--- src/rtl/stopwatch_core.sv ---
// stopwatch_core: centisecond timebase and MM:SS.CC BCD counter with run/pause, clear and lap freeze.
// The registered display mux feeds the 7-segment decoders; the live count keeps running while the display is frozen.
module stopwatch_core #(
  parameter int CLK_HZ  = 50000000,
  parameter int TICK_HZ = 100,
  parameter int PW      = 26
) (
  input  logic        clk,
  input  logic        rst,
  input  logic        start_stop,
  input  logic        clear,
  input  logic        lap,
  output logic [23:0] digits,
  output logic        running,
  output logic        lap_active,
  output logic        overflow
);
  localparam int DIV = CLK_HZ / TICK_HZ;
  localparam logic [PW-1:0] LAST = PW'(DIV - 1);
  // per-digit terminal values, {m1,m0,s1,s0,c1,c0}
  localparam logic [23:0] LIM = 24'h595999;
  typedef enum logic [1:0] {IDLE, RUN, PAUSE} state_t;
  state_t state_q, state_d;
  logic [PW-1:0] presc_q, presc_d;
  logic [23:0] cnt_q, cnt_d, lat_q, lat_d, disp_q, disp_d, inc;
  logic lap_q, lap_d, ovf_q, ovf_d, tick, wrap;
  assign tick = (state_q == RUN) && (presc_q == LAST);
  always_comb begin
    logic c;
    c = tick;
    inc = cnt_q;
    for (int i = 0; i < 6; i++) begin
      inc[4*i +: 4] = c ? ((cnt_q[4*i +: 4] == LIM[4*i +: 4]) ? 4'd0 : cnt_q[4*i +: 4] + 4'd1) : cnt_q[4*i +: 4];
      c = c && (cnt_q[4*i +: 4] == LIM[4*i +: 4]);
    end
    wrap = c;
  end
  always_comb begin
    state_d = state_q;
    presc_d = presc_q;
    cnt_d   = cnt_q;
    lat_d   = lat_q;
    lap_d   = lap_q;
    ovf_d   = ovf_q;
    if (state_q == RUN) begin
      presc_d = tick ? '0 : presc_q + 1'b1;
      cnt_d   = inc;
      ovf_d   = ovf_q | wrap;
    end
    // only the highest-priority control pulse acts; clear in RUN still swallows the rest
    if (clear) begin
      if (state_q == PAUSE) begin
        state_d = IDLE;
        presc_d = '0;
        cnt_d   = '0;
        lat_d   = '0;
        lap_d   = 1'b0;
        ovf_d   = 1'b0;
      end else if (state_q == IDLE) begin
        lap_d = 1'b0;
        ovf_d = 1'b0;
      end
    end else if (start_stop) begin
      state_d = (state_q == RUN) ? PAUSE : RUN;
    end else if (lap) begin
      if (lap_q && state_q != IDLE) begin
        lap_d = 1'b0;
      end else if (!lap_q && state_q == RUN) begin
        lap_d = 1'b1;
        lat_d = cnt_d;
      end
    end
    disp_d = lap_d ? lat_d : cnt_d;
  end
  always_ff @(posedge clk) begin
    if (rst) begin
      state_q <= IDLE;
      presc_q <= '0;
      cnt_q   <= '0;
      lat_q   <= '0;
      disp_q  <= '0;
      lap_q   <= 1'b0;
      ovf_q   <= 1'b0;
    end else begin
      state_q <= state_d;
      presc_q <= presc_d;
      cnt_q   <= cnt_d;
      lat_q   <= lat_d;
      disp_q  <= disp_d;
      lap_q   <= lap_d;
      ovf_q   <= ovf_d;
    end
  end
  assign digits     = disp_q;
  assign running    = (state_q == RUN);
  assign lap_active = lap_q;
  assign overflow   = ovf_q;
endmodule
--- config.mk ---
export PLATFORM = sky130hd
export DESIGN_NAME = stopwatch_core
export DESIGN_NICKNAME = d
export VERILOG_FILES = /design/src/rtl/stopwatch_core.sv
export SDC_FILE = /design/constraint.sdc
export NUM_CORES = 1
export LEC_CHECK = 0
export ABC_AREA = 1
export BUFFER_PORTS_ARGS = -buffer_cell sky130_fd_sc_hd__buf_2
export CAP_MARGIN = 20
export CORE_AREA = 2 2 76 115
export CTS_CLUSTER_SIZE = 8
export DETAILED_ROUTE_END_ITERATION = 12
export DIE_AREA = 0 0 78 117
export MAX_ROUTING_LAYER = met4
export PLACE_DENSITY_LB_ADDON = 0.08
export SLEW_MARGIN = 25
export SYNTH_ARGS = -nofsm -noshare
export SYNTH_HDL_FRONTEND = slang
export SYNTH_SLANG_ARGS = --single-unit
--- constraint.sdc ---
create_clock -name clk -period 2.1 [get_ports clk]
set_input_delay 0.315 -clock clk [delete_from_list [all_inputs] [get_ports clk]]
set_output_delay 0.315 -clock clk [all_outputs]
set_load 0.01 [all_outputs]
==> PnR_summary.wiki <==
{| class="wikitable"
! Metric !! Value
|-
| Share of synthesized area spent on multiplexers || 0
|-
| Synthesized net count || 692
|-
| Crit path kind || flop to flop
|-
| Number of failing hold endpoints at the final stage || 0
|-
| Chip Height || 117 um
|-
| EDFF count, synth || 0
|-
| Finished Core Util || 0.688
|-
| Dominant cell type by area after synthesis || sky130_fd_sc_hd__dfxtp_1
|-
| Post-route clock skew || 0.00693 ns
|-
| Commonest cells after routing, fill and taps aside || sky130_fd_sc_hd__nand2_1, sky130_fd_sc_hd__inv_1, sky130_fd_sc_hd__dfxtp_1
|-
| Port buffer count || 31
|-
| # H-tree levels || 3
|-
| Post-layout instance count excluding filler cells || 861
|-
| Vias in the first global route || 4525
|-
| Tot GR Track Use || 0.292
|-
| First-pass GRT wire length || 20.0 mm
|-
| Power consumption || 3680 uW
|-
| Clock tree root driver cell || sky130_fd_sc_hd__clkbuf_16
|-
| DRC viols || 0
|-
| Result of the run || completed
|-
| Synth warnings || 0
|-
| Antenna diodes || 0
|-
| Most used DFF post-synth || sky130_fd_sc_hd__dfxtp_1
|-
| Count of mapped cells out of synthesis || 686
|-
| I/O pin total || 32
|-
| Max-slew violation count || 0
|-
| Type of destination of the critical path || flop
|-
| Post-Synth Simple-Gate Area || 0.316
|-
| Router iterations before antenna repair || 5
|-
| Iter 0 DRT Violations || 216
|-
| Layout Nets || 755
|-
| Adder-cell share of the synthesized area || 0.00261
|-
| Endpoint required time on the critical path || 2.40 ns
|-
| Commonest non-fill, non-tap cell in the layout || sky130_fd_sc_hd__nand2_1
|-
| Share of flip-flops with an asynchronous set or reset || 0
|-
| Final worst path period need || 2.05 ns
|-
| Count of cell types in the netlist || 43
|-
| Top area cells in the synthesized netlist || sky130_fd_sc_hd__dfxtp_1, sky130_fd_sc_hd__nand2_1, sky130_fd_sc_hd__inv_1, sky130_fd_sc_hd__nor2_1, sky130_fd_sc_hd__nand3_1
|-
| Clock buffer depth || 2
|-
| Leakage power || 0.00243 uW
|-
| Multi-input gate area in the final layout || 2320 sq um
|-
| Compound-gate portion of the synthesized area || 0.143
|-
| Die area || 9130 sq um
|-
| Period Utilization, post-route || 0.977
|-
| Clk Latency, worst-skew pair || 0.35 ns
|-
| Die Wd || 78 um
|-
| Wire length per cell after detailed routing || 14.6 um
|-
| Sum of overflow across all layers after global routing || 0
|-
| Xor-xnor portion of the synthesized cell area || 0.00366
|-
| Post-synthesis to final-layout area growth || 18.0%
|-
| VDD IR max || 0.000564 V
|-
| Detail Route Antenna Nets || 0
|-
| Dominant combinational cell family by area after synthesis || simple AND/OR/NAND/NOR gates
|-
| Row count || 41
|-
| Number of fill cells in the layout || 705
|-
| Highest fanout seen on the critical path || 5
|-
| Placed Area || 5230 sq um
|-
| TritonCTS clock tree || yes
|-
| CTS clk-pin slew, worst paths || 0.07 ns
|-
| Arrival time at the worst endpoint || 2.35 ns
|-
| Fmax || 488 MHz
|-
| Fraction of layout instances using a drive strength above 1 || 0.196
|-
| Antenna violations before repair || 0
|-
| Area of the mapped netlist || 4790 sq um
|-
| Average instance area after synthesis || 6.98 sq um
|-
| Unrepaired setup endpoints after global routing || true
|-
| Transition time at the pin with the least slew margin || 0.425 ns
|-
| Final setup violation count || 0
|-
| Total number of clock tree sinks || 102
|-
| Routability-driven placement congestion ratio || 0.958
|-
| Starting Density || 0.583
|-
| Wirelength, routed || 12.5 mm
|-
| Area occupied by registers || 2050 sq um
|-
| HPWL after detailed placement || 9.10 mm
|-
| Class of the tightest hold or removal check || input pin to flop
|-
| Remaining max-slew budget at the tightest pin || 0.714
|-
| Pin count of the biggest net entering global routing || 19
|-
| Critical path launch point type || flop
|-
| Count of vias placed by the detailed router || 4626
|-
| Seq cells post-synth || 102
|-
| DP Cell Count || 840
|-
| Max-cap viol count || 0
|-
| Area share of the leading cell type in the synthesized netlist || 0.427
|-
| Area inside the core boundary || 8210 sq um
|-
| Sequential cell area fraction in the yosys report || 0.427
|-
| Setup TNS || 0 ns
|-
| Final instance area || 5650 sq um
|-
| Vias per std cell || 5.37
|-
| Pwr Density || 652 nW/um^2
|-
| Number of buffers inserted during clock tree synthesis || 9
|}
-- area by class of cell --
type                    count  area share
clock buffers              10      0.0405
clock inverters             6     0.00819
multi-input cells         449       0.411
flip-flops and latches    102       0.363
inverters                 122      0.0810
repair buffers             65      0.0726
well taps                 107      0.0237
-- worst max-delay path, cell delays in order, from the launching register on --
cell,delay [ns]
sky130_fd_sc_hd__dfxtp_2,0.37
sky130_fd_sc_hd__ha_4,0.14
sky130_fd_sc_hd__nand2_1,0.08
sky130_fd_sc_hd__nor2_2,0.19
sky130_fd_sc_hd__nand3_2,0.13
sky130_fd_sc_hd__nor2_4,0.15
sky130_fd_sc_hd__buf_4,0.14
sky130_fd_sc_hd__nand2_4,0.06
sky130_fd_sc_hd__inv_2,0.11
sky130_fd_sc_hd__nand2_1,0.09
sky130_fd_sc_hd__nand2_1,0.07
sky130_fd_sc_hd__o21ai_0,0.11
sky130_fd_sc_hd__o21ai_1,0.18
sky130_fd_sc_hd__o22ai_1,0.11
sky130_fd_sc_hd__inv_1,0.06
-- flip-flops by register name (all words and copies together) (netlist names) --
| signal | flops |
|---|---|
| overflow | 1 |
| lat_q | 24 |
| cnt_q | 24 |
| presc_q | 26 |
| state_q | 2 |
| lap_active | 1 |
| digits | 24 |
-- path summary, 6_finish.rpt --
| kind | start | end | slack, ns | cells after the start |
|---|---|---|---|---|
| setup reg to reg | presc_q[0] | digits[7] | 0.05 | 14 |
| hold reg to reg | presc_q[20] | presc_q[21] | 0.47 | 2 |
| hold / removal | clear | overflow | 0.22 | 2 |
| setup / recovery | presc_q[0] | digits[7] | 0.05 | 14 |
-- where the power goes --
part / internal, uW / leakage (uW) / total, uW / switching, uW
sequential: 1940 / 0.000825 / 1950 / 7.11
clock: 815 / 0.000135 / 1570 / 759
combinational: 49.4 / 0.00147 / 158 / 108
-- routing by layer --
metal,vias to the layer above,GRT usage,share of wire
li1,2305,-,-
met1,2164,0.281,0.39
met2,109,0.536,0.53
met3,48,0.0506,0.025
met4,0,0.192,0.055
met5,-,-,0
-- cells in the mapped netlist (2+ instances only) --
cell and count:
sky130_fd_sc_hd__a211oi_1 3, sky130_fd_sc_hd__a21boi_0 17, sky130_fd_sc_hd__a21oi_1 41, sky130_fd_sc_hd__buf_2 5, sky130_fd_sc_hd__clkbuf_1 7, sky130_fd_sc_hd__clkinv_1 2, sky130_fd_sc_hd__dfxtp_1 102, sky130_fd_sc_hd__inv_1 115
sky130_fd_sc_hd__inv_2 5, sky130_fd_sc_hd__nand2_1 132, sky130_fd_sc_hd__nand2_2 6, sky130_fd_sc_hd__nand3_1 43, sky130_fd_sc_hd__nand3_2 5, sky130_fd_sc_hd__nand3b_1 3, sky130_fd_sc_hd__nand4_1 5, sky130_fd_sc_hd__nor2_1 92
sky130_fd_sc_hd__nor2_2 13, sky130_fd_sc_hd__nor2_4 5, sky130_fd_sc_hd__nor3_1 14, sky130_fd_sc_hd__nor4_1 5, sky130_fd_sc_hd__o21a_1 2, sky130_fd_sc_hd__o21ai_0 29, sky130_fd_sc_hd__o21ai_1 10, sky130_fd_sc_hd__o21ai_2 2
sky130_fd_sc_hd__o22ai_1 5
-- cells by family after synthesis --
kind of cell    Yosys count
simple gates            329
buf+inv                 135
compound gates          117
flops                   102
xor+xnor                  2
fa+ha+maj                 1
-- metrics by stage --
step                hold WS [ns]  setup WS (ns)
CTS                        0.205         0.0336
floorplan                  0.395          0.260
global placement           0.460         0.0810
detailed placement         0.450         0.0253
finish                     0.218         0.0492
global route               0.234         -0.108
-- what timing repair did --
item | CTS | global route
setup endpoints to repair | 3 | 40
hold buffers | 0 | 0
gates resized for setup | 0 | 33
pin swaps | 2 | 11
buffers inserted | 3 | 2
(Power assumes the default switching activity.)
